==> src/rtl/uart_rx_edge_bit_sampler.sv <==
// UART RX oversampling timebase and bit sampler: synchronises RX_IN, runs edge/bit counters, decides each bit.
// Optional build macro UART_RX_MAJORITY_VOTE_EN selects a 3-sample majority vote instead of a single mid-bit sample.
module uart_rx_edge_bit_sampler #(
  parameter int PRESCALE_W  = 6,
  parameter int BIT_CNT_W   = 4,
  parameter int SYNC_STAGES = 2
) (
  input  logic                  clk,
  input  logic                  rst,
  input  logic                  RX_IN,
  input  logic                  enable,
  input  logic                  dat_samp_en,
  input  logic [PRESCALE_W-1:0] prescale,
  output logic                  rx_sync,
  output logic [PRESCALE_W-1:0] edge_cnt,
  output logic [BIT_CNT_W-1:0]  bit_cnt,
  output logic                  bit_done,
  output logic                  sampled_bit,
  output logic                  sample_valid,
  output logic                  cfg_err
);

  logic [SYNC_STAGES-1:0] sync_p0;
  logic                   en_p1;
  logic                   win_ok_p1;
  logic [PRESCALE_W-1:0]  pre_q;
  logic [PRESCALE_W-1:0]  pre_eff;
  logic [PRESCALE_W-1:0]  mid;
  logic [PRESCALE_W-1:0]  mid_m1;
  logic [PRESCALE_W-1:0]  mid_m2;
  logic [PRESCALE_W-1:0]  last_edge;
  logic                   en_rise;
  logic                   pre_legal;
  logic                   wrap;
  logic                   samp_en;
  logic                   decide;
  logic                   decision;

  function automatic logic [BIT_CNT_W-1:0] sat_inc(input logic [BIT_CNT_W-1:0] v);
    return (&v) ? v : v + 1'b1;
  endfunction

`ifdef UART_RX_MAJORITY_VOTE_EN
  function automatic logic majority3(input logic a, input logic b, input logic c);
    return (a & b) | (a & c) | (b & c);
  endfunction
`endif

  // On the latch cycle the live prescale already drives the counters and sample points.
  assign pre_legal = ~prescale[0] && (prescale >= PRESCALE_W'(4));
  assign en_rise   = enable & ~en_p1;
  assign pre_eff   = en_rise ? (pre_legal ? prescale : PRESCALE_W'(8)) : pre_q;
  assign mid       = pre_eff >> 1;
  assign mid_m1    = mid - PRESCALE_W'(1);
  assign mid_m2    = mid - PRESCALE_W'(2);
  assign last_edge = pre_eff - PRESCALE_W'(1);
  assign wrap      = enable && (edge_cnt == last_edge);
  assign samp_en   = enable & dat_samp_en;
  assign decide    = samp_en && win_ok_p1 && (edge_cnt == mid);

  assign rx_sync  = sync_p0[SYNC_STAGES-1];
  assign bit_done = ~rst & wrap;
  assign cfg_err  = ~rst & en_rise & ~pre_legal;

`ifdef UART_RX_MAJORITY_VOTE_EN
  logic samp_a_p1;
  logic samp_b_p1;

  // Early samples of the window; only meaningful when the window completes.
  always_ff @(posedge clk) begin
    if (samp_en && (edge_cnt == mid_m2)) samp_a_p1 <= rx_sync;
    if (samp_en && (edge_cnt == mid_m1)) samp_b_p1 <= rx_sync;
  end

  assign decision = majority3(samp_a_p1, samp_b_p1, rx_sync);
`else
  assign decision = rx_sync;
`endif

  // Synchroniser, prescale latch, counters, sample window and decision register
  always_ff @(posedge clk) begin
    if (rst) begin
      sync_p0      <= '1;
      en_p1        <= 1'b0;
      pre_q        <= PRESCALE_W'(8);
      edge_cnt     <= '0;
      bit_cnt      <= '0;
      win_ok_p1    <= 1'b0;
      sample_valid <= 1'b0;
      sampled_bit  <= 1'b1;
    end else begin
      sync_p0 <= {sync_p0[SYNC_STAGES-2:0], RX_IN};
      en_p1   <= enable;
      if (en_rise) pre_q <= pre_eff;

      if (!enable) begin
        edge_cnt <= '0;
        bit_cnt  <= '0;
      end else if (wrap) begin
        edge_cnt <= '0;
        bit_cnt  <= sat_inc(bit_cnt);
      end else begin
        edge_cnt <= edge_cnt + 1'b1;
      end

      // Window is valid only if sampling stays enabled across all three points.
      if (edge_cnt == mid_m2)      win_ok_p1 <= samp_en;
      else if (edge_cnt == mid_m1) win_ok_p1 <= win_ok_p1 & samp_en;

      sample_valid <= decide;
      if (decide) sampled_bit <= decision;
    end
  end

endmodule
==> config.mk <==
export PLATFORM = sky130hd
export DESIGN_NAME = uart_rx_edge_bit_sampler
export DESIGN_NICKNAME = d
export VERILOG_FILES = /design/src/rtl/uart_rx_edge_bit_sampler.sv
export SDC_FILE = /design/constraint.sdc
export NUM_CORES = 1
export LEC_CHECK = 0
export CAP_MARGIN = 20
export CORE_MARGIN = 2
export CORE_UTILIZATION = 45
export CTS_BUF_LIST = sky130_fd_sc_hd__clkbuf_8
export CTS_CLUSTER_DIAMETER = 30
export DETAILED_ROUTE_END_ITERATION = 10
export PLACE_DENSITY = 0.7
export SLEW_MARGIN = 20
export SYNTH_ARGS = -nofsm -noshare
export SYNTH_HDL_FRONTEND = slang
export SYNTH_SLANG_ARGS = --single-unit
==> constraint.sdc <==
create_clock -name clk -period 7.4 [get_ports clk]
set_clock_uncertainty 0.05 [all_clocks]
set_input_delay 1.11 -clock clk [delete_from_list [all_inputs] [get_ports clk]]
set_output_delay 1.11 -clock clk [all_outputs]
set_load 0.02 [all_outputs]
# Word level (Yosys, flattened, before mapping)
# Index checks and enable logic that the tools add are counted.
totals:
  register_bits: 22
  in_bits: 11
  out_inout_bits: 15
  word_cells: 43
op_classes:
  n_addsub: 5
  n_lt_le_gt_ge: 1
  eq_ne: 4
  mux: 4
  bitwise_logic: 12
  n_reduce_logical: 9
op_table:
  columns: ["operator", "count"]
  rows:
  - ["== test 6 bit", 3]
  - ["2-to-1 mux 6 bit", 2]
  - ["adder 6 x 1 -> 6 bit, second input constant", 1]
  - ["AND 1 bit", 6]
  - ["== test 6 x 5 -> 1 bit", 1]
  - [">= comparator 6 x 3 -> 1 bit, second input constant", 1]
  - ["NOT 1 bit", 6]
  - ["subtractor 5 x 1 -> 6 bit, second input constant", 1]
  - ["subtractor 5 x 2 -> 6 bit, second input constant", 1]
  - ["subtractor 6 x 1 -> 6 bit, second input constant", 1]
  - ["adder 4 x 1 -> 4 bit, second input constant", 1]
  - ["logical AND 1 bit", 4]
  - ["AND reduction 4 bit", 1]
  - ["OR reduction 3 bit", 1]
  - ["2-to-1 mux 1 bit", 2]
  - ["AND reduction 2 bit", 1]
  - ["nonzero test 2 bit", 1]
  - ["OR reduction 2 bit", 1]

# Depth between registers and ports, before layout
# Gate-level depths: netlist (run 1).
depth:
  depth_word: 8
  mapped_depth: 12

# Worst setup path before layout (run 1)
# No wires, ideal clock.
synth_timing:
  path_kind: "input port to output port"
  startpoint: "input prescale[2]"
  endpoint: "output bit_done"
  arrival_time_ns: 3.111
  t_required_ns: 6.240
  path_slack_ns: 3.129
  cell_stages: 10
  path_cell_list: "nor3_1 > a21oi_1 > a31oi_4 > ha_1 > xnor2_1 > xnor2_1 > nand4_1 > nor3_2 > o21ai_1 > nor2_1"
synth_via:
  elab_chain_cells: 8
synth_lines:
  columns: ["item", "line_no", "source"]
  rows:
  - ["from (decl)", "13", "input logic [PRESCALE_W-1:0] prescale,"]
  - [">= comparator 6 x 3 -> 1 bit", "50", "assign pre_legal = ~prescale[0] && (prescale >= PRESCALE_W'(4));"]
  - ["logical AND 1 bit", "50", null]
  - ["2-to-1 mux 6 bit * (2 in a row)", "52", "assign pre_eff = en_rise ? (pre_legal ? prescale : PRESCALE_W'(8)) : pre_q;"]
  - ["subtractor 6 x 1 -> 6 bit *", "56", "assign last_edge = pre_eff - PRESCALE_W'(1);"]
  - ["== test 6 bit *", "57", "assign wrap = enable && (edge_cnt == last_edge);"]
  - ["logical AND 1 bit *", "57", null]
  - ["AND 1 bit *", "62", "assign bit_done = ~rst & wrap;"]
  - ["to (decl)", "17", "output logic bit_done,"]
# Mark *: on every way between the ends. The rest lies on a longest branch, timed or not.

# Final worst setup path (run 1)
layout_timing:
  startpoint: "input enable"
  endpoint: "output bit_done"
layout_via:
  elab_chain_cells: 6
layout_lines:
  columns: ["item", "line_no", "source"]
  rows:
  - ["from (decl)", "11", "input logic enable,"]
  - ["AND 1 bit", "51", "assign en_rise = enable & ~en_p1;"]
  - ["2-to-1 mux 6 bit", "52", null]
  - ["subtractor 6 x 1 -> 6 bit", "56", null]
  - ["== test 6 bit", "57", null]
  - ["logical AND 1 bit *", "57", null]
  - ["AND 1 bit *", "62", null]
# Marked as above.

==> flow_metrics.env, run 1 <==
export IMPL_worstPathCellList="clkdlybuf4s50_1 -> nand2b_1 -> and2_4 -> a31oi_4 -> ha_1 -> xnor2_1 -> xnor2_1 -> nand4_1 -> nor3_2 -> o21ai_1 -> nor2_1 -> clkdlybuf4s50_1"
export IMPL_pre_cts_ws_ps=1850
export IMPL_syn_cell_area_um2=1440
export IMPL_grt_usage=0.202
export IMPL_cp_required_ps=6240
export IMPL_min_path_cells=1
export IMPL_post_cts_setup_buffer_count=0
export IMPL_synth_distinct_cells=52
export IMPL_placementRows=20
export IMPL_synthFlopType="dfxtp_1"
export IMPL_synthArstFlopShare=0
export IMPL_post_dp_hpwl_um=2500
export IMPL_cts_tree="built"
export IMPL_antenna_left=0
export IMPL_synth_top_area_cell="dfxtp_1"
export IMPL_synth_seq_cells=22
export IMPL_layout_commonest_cell="clkdlybuf4s50_1"
export IMPL_stdcell_area_um2=1790
export IMPL_placed_area_um2=1720
export IMPL_status="finished clean"
export IMPL_ios=26
export IMPL_wl_um=3320
export IMPL_grt_pass1_wl_um=5550
export IMPL_grt_pass1_vias=1219
export IMPL_drt_iter0_drc=65
export IMPL_fin_crit_sh=0.759
export IMPL_layout_common_cells="25 x clkdlybuf4s50_1, 22 x dfxtp_1, 20 x nor2_1, 12 x nand2_1, 12 x xnor2_1"
export IMPL_syn_inst=165
export IMPL_clockBufferDepth=2
export IMPL_initial_core_util=0.472
export IMPL_netlist_area_leader_share=0.306
export IMPL_clkSinkCount=22
export IMPL_cts_made_buffers=3
export IMPL_hold_end="sync_p0[1]$_SDFF_PP1_"
export IMPL_holdCritStartpoint="sync_p0[0]$_SDFF_PP1_"
export IMPL_insertion_delay_ps=270
export IMPL_grt_ovfl_total=0
export IMPL_vdd_drop_max_uv=87.4
export IMPL_finalSetupTns_ps=0
export IMPL_crit_fanout=11
export IMPL_slew_violations=0
export IMPL_drive_above_1_share=0.106
export IMPL_die_area_um2=3670
export IMPL_io_buffers=25
export IMPL_ctsResizeCount=0
export IMPL_r2r_end="bit_cnt[3]$_SDFFE_PP0P_"
export IMPL_ys_warn_count=0
export IMPL_antenna_cells=0
export IMPL_endpoint_kind="output pin"
export IMPL_crit_buf_inv=2
export IMPL_die_height_um=60.6
export IMPL_post_drt_wl_per_cell_um=14.3
export IMPL_multiInputGateArea_um2=956
export IMPL_cts_clk_slew_worst_paths_ps=80
export IMPL_crit_path_start_kind="input port"
export IMPL_cts_root_buf="clkbuf_8"
export IMPL_hold_class="register to register"
export IMPL_cts_hold_buf=0
export IMPL_tightest_slew_ps=641
export IMPL_avgSynthCellArea_um2=8.74
export IMPL_die_x_um=60.6
export IMPL_clock_fmax_ghz=0.178
export IMPL_dr_total_vias=1263
export IMPL_grt_max_degree=15
export IMPL_core_area_um2=3050
export IMPL_cp_arrival_ps=4460
export IMPL_cp_startpoint="enable"
export IMPL_regArea_um2=440
export IMPL_setup_viol=0
export IMPL_rsz0062_at_grt="false"
export IMPL_min_period_ps=5620
export IMPL_setup_ws_ps=1780
export IMPL_worstRegToRegCells=11
export IMPL_power_density_nw_per_um2=159
export IMPL_p_leak_nw=0.673
export IMPL_slowest_stage="clkdlybuf4s50_1"
export IMPL_drc=0
export IMPL_antenna_found_initial=0
export IMPL_r2r_setup_slack_ps=4430
export IMPL_fin_total_pwr_mw=0.284
export IMPL_ys_top_cells_by_area="dfxtp_1 31%, xnor2_1 7.3%, nor2_1 5.2%"
export IMPL_area_delta_synth_final_pct=24.3
export IMPL_cpPeakStageDelay_ps=640
export IMPL_crit_family="buffers and inverters"
export IMPL_fillers=286
export IMPL_nets=205
export IMPL_viasPerCell=5.44
export IMPL_syn_nets=181
export IMPL_h_tree_depth=1
export IMPL_synth_edf_count=0
export IMPL_r2r_start="en_p1$_SDFF_PP0_"
export IMPL_drv_cap=0
export IMPL_drt_pass1_iterations=4
export IMPL_crit_type="input port to output pin"
export IMPL_relSlewSlack=0.570
export IMPL_ys_seq_area_frac=0.306
export IMPL_gp_congestion=0.874
export IMPL_hold_violations=0
## stage by stage
stage | hold slack (ps) | util | instances
global route | 380 | 0.587 | 232
floorplan | 339 | - | 165
detailed placement | 347 | 0.564 | 228
CTS | 371 | 0.587 | 232
finish | 367 | 0.587 | 232
global placement | 345 | 0.564 | 228
## power breakdown
part | total (mW) | internal, mW | switching, mW
Sequential | 0.124 | 0.121 | 0.00278
Combinational | 0.0474 | 0.0220 | 0.0254
Clock | 0.113 | 0.0724 | 0.0411
Total | 0.284 | 0.215 | 0.0693
## worst register-to-register path, delay by kind of cell, from the launching register on
kind / cells / cell delay (ps)
simple gates: 5 / 1290
compound gates: 3 / 610
flops: 1 / 370
xor+xnor: 2 / 290
fa+ha+maj: 1 / 290
## kinds of logic (layout without fill, tap and decap cells)
logic type	count (synthesis)	count (layout)	synth area share
xor gates and xnor gates	18	18	0.109
AOI/OAI and AO/OA	29	29	0.183
adders and majority gates	5	5	0.0434
DFF	22	22	0.306
muxes	4	4	0.0278
and+or+nand+nor	76	76	0.299
buffers and inverters	11	34	0.0312
## how the worst max path moves through the flow
stage | end | slack [ps] | cells past startpoint
after floorplan | bit_done | 3130 | 10
after global placement | bit_done | 1970 | 12
after detailed placement | bit_done | 1850 | 12
after CTS | bit_done | 1810 | 12
after global routing | bit_done | 1550 | 12
final | bit_done | 1780 | 12
## metal layers
metal,part of all wire,track usage,vias up
met1,0.46,0.261,586
li1,-,-,635
met3,0.051,0.0362,8
met4,0.021,0.0901,0
met5,0,0,-
met2,0.47,0.329,34
## cell usage after synthesis (4+ instances only)
| cell type | instances |
|---|---|
| nand3_1 | 8 |
| mux2i_1 | 4 |
| nor3_1 | 4 |
| xor2_1 | 6 |
| a21oi_1 | 6 |
| xnor2_1 | 12 |
| dfxtp_1 | 22 |
| nor2_1 | 20 |
| nand2b_1 | 7 |
| clkbuf_1 | 5 |
| ha_1 | 5 |
| nand2_1 | 12 |
## final cells by class
cell class	instances	area share
inverters	5	0.0105
clock buffers	3	0.0230
clock inverters	1	0.0168
repair buffers	25	0.140
multi-input cells	132	0.534
well taps	44	0.0307
flip-flops and latches	22	0.246
## registers in the layout, summed over array words and instances, names as in the netlist
register and flops:
edge_cnt 6, pre_q 6, bit_cnt 4, sync_p0 2, en_p1 1, sample_valid 1
sampled_bit 1, win_ok_p1 1
Note: power is estimated with default switching activity, not from simulation.
==> run 2, diff against run 1 <==
==> constraint.sdc (replaced) <==
create_clock -name clk -period 5.75 [get_ports clk]
set_clock_uncertainty 0.05 [all_clocks]
set_input_delay 0.8625 -clock clk [delete_from_list [all_inputs] [get_ports clk]]
set_output_delay 0.8625 -clock clk [all_outputs]
set_load 0.02 [all_outputs]
==> run 2 against run 1 <==
- wire length grew 0.87%
- global-route usage shrank 0.26 points
- sequential share of layout area is the same
- sequential power grew 28%
- critical path depth is the same
- total power grew 28%
- hold slack lost 0.73 ps
- clock power grew 28%
- critical path type unchanged
==> flow_metrics.env, run 2 (synthesis results as in run 1) <==
export IMPL_crit_type="input port to output pin"
export IMPL_wl_um=3350
export IMPL_slowest_stage="clkdlybuf4s50_1"
export IMPL_r2r_setup_slack_ps=2790
export IMPL_endpoint="bit_done"
export IMPL_grt_max_degree=15
export IMPL_tightest_slew_ps=647
export IMPL_insertion_delay_ps=270
export IMPL_core_area_um2=3050
export IMPL_p_leak_nw=0.673
export IMPL_post_drt_wl_per_cell_um=14.4
export IMPL_grt_pass1_wl_um=5490
export IMPL_endpoint_kind="output pin"
export IMPL_crit_fanout=11
export IMPL_reg_top3="edge_cnt x6, pre_q x6, bit_cnt x4"
export IMPL_holdCritStartpoint="sync_p0[0]$_SDFF_PP1_"
export IMPL_cp_arrival_ps=4190
export IMPL_worstRegToRegCells=11
export IMPL_ios=26
export IMPL_grt_ovfl_total=0
export IMPL_drive_above_1_share=0.106
export IMPL_die_area_um2=3670
export IMPL_cts_made_buffers=3
export IMPL_crit_cells=12
export IMPL_cts_tree="built"
export IMPL_antenna_cells=0
export IMPL_cts_root_buf="clkbuf_8"
export IMPL_hold_class="register to register"
export IMPL_grt_pass1_vias=1217
export IMPL_antenna_left=0
export IMPL_placementRows=20
export IMPL_crit_buf_inv=2
export IMPL_fin_total_pwr_mw=0.365
export IMPL_busiest_layer="met2"
export IMPL_grt_usage=0.199
export IMPL_hold_violations=0
export IMPL_fillers=290
export IMPL_drt_iter0_drc=63
export IMPL_worstPathCellList="clkdlybuf4s50_1 -> nand2b_1 -> and2_4 -> a31oi_4 -> ha_1 -> xnor2_1 -> xnor2_1 -> nand4_1 -> nor3_2 -> o21ai_1 -> nor2_1 -> clkdlybuf4s50_1"
export IMPL_die_height_um=60.6
export IMPL_rsz0062_at_grt="false"
export IMPL_p_sw_frac=0.242
export IMPL_slew_violations=0
export IMPL_post_cts_setup_buffer_count=0
export IMPL_die_x_um=60.6
export IMPL_clockPowerShare=0.398
export IMPL_drc=0
export IMPL_status="finished clean"
export IMPL_dr_total_vias=1285
export IMPL_antenna_found_initial=0
export IMPL_clkSinkCount=22
export IMPL_regArea_um2=440
export IMPL_nets=205
export IMPL_vdd_drop_max_uv=111
export IMPL_r2r_start="en_p1$_SDFF_PP0_"
export IMPL_multiInputGateArea_um2=956
export IMPL_h_tree_depth=1
export IMPL_p_comb_frac=0.167
export IMPL_crit_family="buffers and inverters"
export IMPL_relSlewSlack=0.566
export IMPL_cp_startpoint="enable"
export IMPL_seq_power_share=0.435
export IMPL_layout_common_cells="25 x clkdlybuf4s50_1, 22 x dfxtp_1, 20 x nor2_1, 12 x nand2_1, 12 x xnor2_1"
export IMPL_io_buffers=25
export IMPL_cp_required_ps=4840
export IMPL_fin_crit_sh=0.887
export IMPL_area_delta_synth_final_pct=24.3
export IMPL_clockBufferDepth=2
export IMPL_ctsResizeCount=0
export IMPL_viasPerCell=5.54
export IMPL_r2r_end="bit_cnt[3]$_SDFFE_PP0P_"
export IMPL_gp_congestion=0.874
export IMPL_layout_commonest_cell="clkdlybuf4s50_1"
export IMPL_post_dp_hpwl_um=2500
export IMPL_clock_fmax_ghz=0.196
export IMPL_cts_hold_buf=0
export IMPL_met2_usage=0.316
export IMPL_power_density_nw_per_um2=204
export IMPL_initial_core_util=0.472
export IMPL_cpPeakStageDelay_ps=630
export IMPL_setup_viol=0
export IMPL_cts_clk_slew_worst_paths_ps=80
export IMPL_grt_use_met3=0.0533
export IMPL_min_period_ps=5100
export IMPL_drt_pass1_iterations=4
export IMPL_met1_usage=0.256
export IMPL_p_int_mw=0.277
export IMPL_crit_path_start_kind="input port"
export IMPL_finalSetupTns_ps=0
export IMPL_p_switching_mw=0.0885
export IMPL_drv_cap=0
[run 2: cell counts in the layout (fill, tap and decap cells not counted)]
No cell type changed its count.
[run 2: metal layers]
metal / vias to the layer above / routed length (µm)
met5: - / 0
li1: 639 / -
met3: 7 / 157
met2: 35 / 1590
met1: 604 / 1540
met4: 0 / 59
[run 2: final cells by class]
class	instances	area share
Tap cell	44	0.0307
Clock inverter	1	0.0168
Inverter	5	0.0105
Timing Repair Buffer	25	0.140
Clock buffer	3	0.0230
Multi-Input combinational cell	132	0.534
Sequential cell	22	0.246
[run 2: power groups by stage]
stage | combinational, mW | clock [mW] | sequential [mW]
2_1_floorplan | 0.0414 | 0 | 0.162
3_3_place_gp | 0.0586 | 0 | 0.162
3_5_place_dp | 0.0603 | 0 | 0.162
4_1_cts | 0.0608 | 0.148 | 0.159
5_1_grt | 0.0662 | 0.154 | 0.159
6_report | 0.0610 | 0.145 | 0.159
[run 2: through the flow]
step | area [µm²] | cells | hold slack [ps] | util | worst slack, ps
3_5_place_dp | 1720 | 228 | 347 | 0.564 | 687
2_1_floorplan | 1440 | 165 | 339 | - | 1970
5_1_grt | 1790 | 232 | 379 | 0.587 | 436
4_1_cts | 1790 | 232 | 370 | 0.587 | 679
3_3_place_gp | 1720 | 228 | 345 | 0.564 | 815
6_report | 1790 | 232 | 367 | 0.587 | 652
[run 2: worst min path at each step]
stage | end | depth (start not counted)
after floorplan | sync_p0[1]$_SDFF_PP1_ | 1
after global placement | sync_p0[1]$_SDFF_PP1_ | 1
after detailed placement | sync_p0[1]$_SDFF_PP1_ | 1
after CTS | sync_p0[1]$_SDFF_PP1_ | 1
after global routing | sync_p0[1]$_SDFF_PP1_ | 1
final | sync_p0[1]$_SDFF_PP1_ | 1
==> run 3, diff against run 2 <==
--- a/config.mk
+++ b/config.mk
@@ -6,10 +6,10 @@
 export NUM_CORES = 1
 export LEC_CHECK = 0
 export CAP_MARGIN = 20
-export CORE_MARGIN = 2
 export CORE_UTILIZATION = 45
 export CTS_BUF_LIST = sky130_fd_sc_hd__clkbuf_8
 export CTS_CLUSTER_DIAMETER = 30
+export CTS_CLUSTER_SIZE = 25
 export DETAILED_ROUTE_END_ITERATION = 10
 export PLACE_DENSITY = 0.7
 export SLEW_MARGIN = 20
==> run 3 against run 2 <==
- sequential power is essentially flat
- maximum frequency grew 0.44%
- critical path depth is the same
- via count shrank 2.7%
- critical endpoint unchanged
==> flow_metrics.env, run 3 (synthesis results as in run 1) <==
export IMPL_status="finished clean"
export IMPL_drv_cap=0
export IMPL_area_delta_synth_final_pct=23.2
export IMPL_layout_commonest_cell="clkdlybuf4s50_1"
export IMPL_nets=205
export IMPL_crit_fanout=11
export IMPL_viasPerCell=5.39
export IMPL_p_leak_nw=0.666
export IMPL_relSlewSlack=0.575
export IMPL_final_cells=232
export IMPL_cp_required_ps=4840
export IMPL_gp_congestion=0.856
export IMPL_ios=26
export IMPL_wl_um=3260
export IMPL_setup_viol=0
export IMPL_antenna_found_initial=0
export IMPL_grt_usage=0.215
export IMPL_drt_pass1_iterations=4
export IMPL_power_density_nw_per_um2=186
export IMPL_grt_max_degree=15
export IMPL_dp_cells=228
export IMPL_post_cts_setup_buffer_count=0
export IMPL_die_x_um=58.6
export IMPL_core_area_um2=3050
export IMPL_dr_total_vias=1250
export IMPL_grt_pass1_vias=1239
export IMPL_layout_common_cells="25 x clkdlybuf4s50_1, 22 x dfxtp_1, 20 x nor2_1, 12 x nand2_1, 12 x xnor2_1"
export IMPL_post_drt_wl_per_cell_um=14.1
export IMPL_cts_tree="built"
export IMPL_initial_core_util=0.472
export IMPL_h_tree_depth=1
export IMPL_drive_above_1_share=0.106
export IMPL_antenna_left=0
export IMPL_drt_iter0_drc=72
export IMPL_cts_hold_buf=0
export IMPL_ctsResizeCount=0
export IMPL_grt_pass1_wl_um=5610
export IMPL_tightest_slew_ps=633
export IMPL_finalSetupTns_ps=0
export IMPL_placementRows=20
export IMPL_crit_path_start_kind="input port"
export IMPL_clkSinkCount=22
export IMPL_endpoint_kind="output pin"
export IMPL_min_period_ps=5080
export IMPL_fin_total_pwr_mw=0.330
export IMPL_vdd_drop_max_uv=151
export IMPL_slew_violations=0
export IMPL_cts_root_buf="clkbuf_8"
export IMPL_fin_crit_sh=0.883
export IMPL_io_buffers=25
export IMPL_hold_class="register to register"
export IMPL_post_dp_hpwl_um=2470
export IMPL_cp_arrival_ps=4160
export IMPL_stdcell_area_um2=1780
export IMPL_die_area_um2=3430
export IMPL_die_height_um=58.6
export IMPL_reg_top3="edge_cnt x6, pre_q x6, bit_cnt x4"
export IMPL_antenna_cells=0
export IMPL_cts_clk_slew_worst_paths_ps=80
export IMPL_drc=0
export IMPL_clock_fmax_ghz=0.197
export IMPL_grt_ovfl_total=0
export IMPL_crit_type="input port to output pin"
export IMPL_rsz0062_at_grt="false"
export IMPL_hold_violations=0
export IMPL_clockBufferDepth=2
export IMPL_cts_made_buffers=3
export IMPL_insertion_delay_ps=260
export IMPL_placed_area_um2=1720
## run 3: area by class of cell
cell class,count,area (µm²)
inverter,5,18.8
multi-input combinational,132,956
tap,44,55.1
sequential,22,440
fill,309,1280
timing repair buffer,25,250
clock buffer,4,55.1
## run 3: final timing paths
kind | slack, ps | endpoint | depth (start not counted) | start
worst max-delay path | 670 | bit_done | 12 | enable
worst min register to register | 360 | sync_p0[1]$_SDFF_PP1_ | 1 | sync_p0[0]$_SDFF_PP1_
worst max register to register | 2830 | bit_cnt[3]$_SDFFE_PP0P_ | 11 | en_p1$_SDFF_PP0_
worst min-delay path | 360 | sync_p0[1]$_SDFF_PP1_ | 1 | sync_p0[0]$_SDFF_PP1_
## run 3: worst max-delay path: stages
cell and delay [ps]:
clkdlybuf4s50_1 640, nand2b_1 280, and2_4 260, a31oi_4 330, ha_1 250, xnor2_1 140
xnor2_1 150, nand4_1 120, nor3_2 220, o21ai_1 170, nor2_1 120, clkdlybuf4s50_1 620
## run 3: per-layer routing
layer	vias to the layer above	wire length, µm	track usage
met4	0	41	0.0714
met3	4	110	0.0396
li1	630	-	-
met2	26	1630	0.371
met5	-	0	0
met1	590	1480	0.270
## run 3: power breakdown
part / total (mW) / internal, mW / leakage, nW / switching (mW)
sequential: 0.159 / 0.155 / 0.179 / 0.00362
clock: 0.110 / 0.0611 / 0.0288 / 0.0493
combinational: 0.0605 / 0.0282 / 0.459 / 0.0323
## run 3: metrics by stage
step | util | worst slack, ps | hold WS, ps
floorplan | - | 1970 | 339
global placement | 0.564 | 814 | 345
detailed placement | 0.564 | 704 | 347
CTS | 0.582 | 686 | 370
global route | 0.582 | 533 | 382
finish | 0.582 | 674 | 365
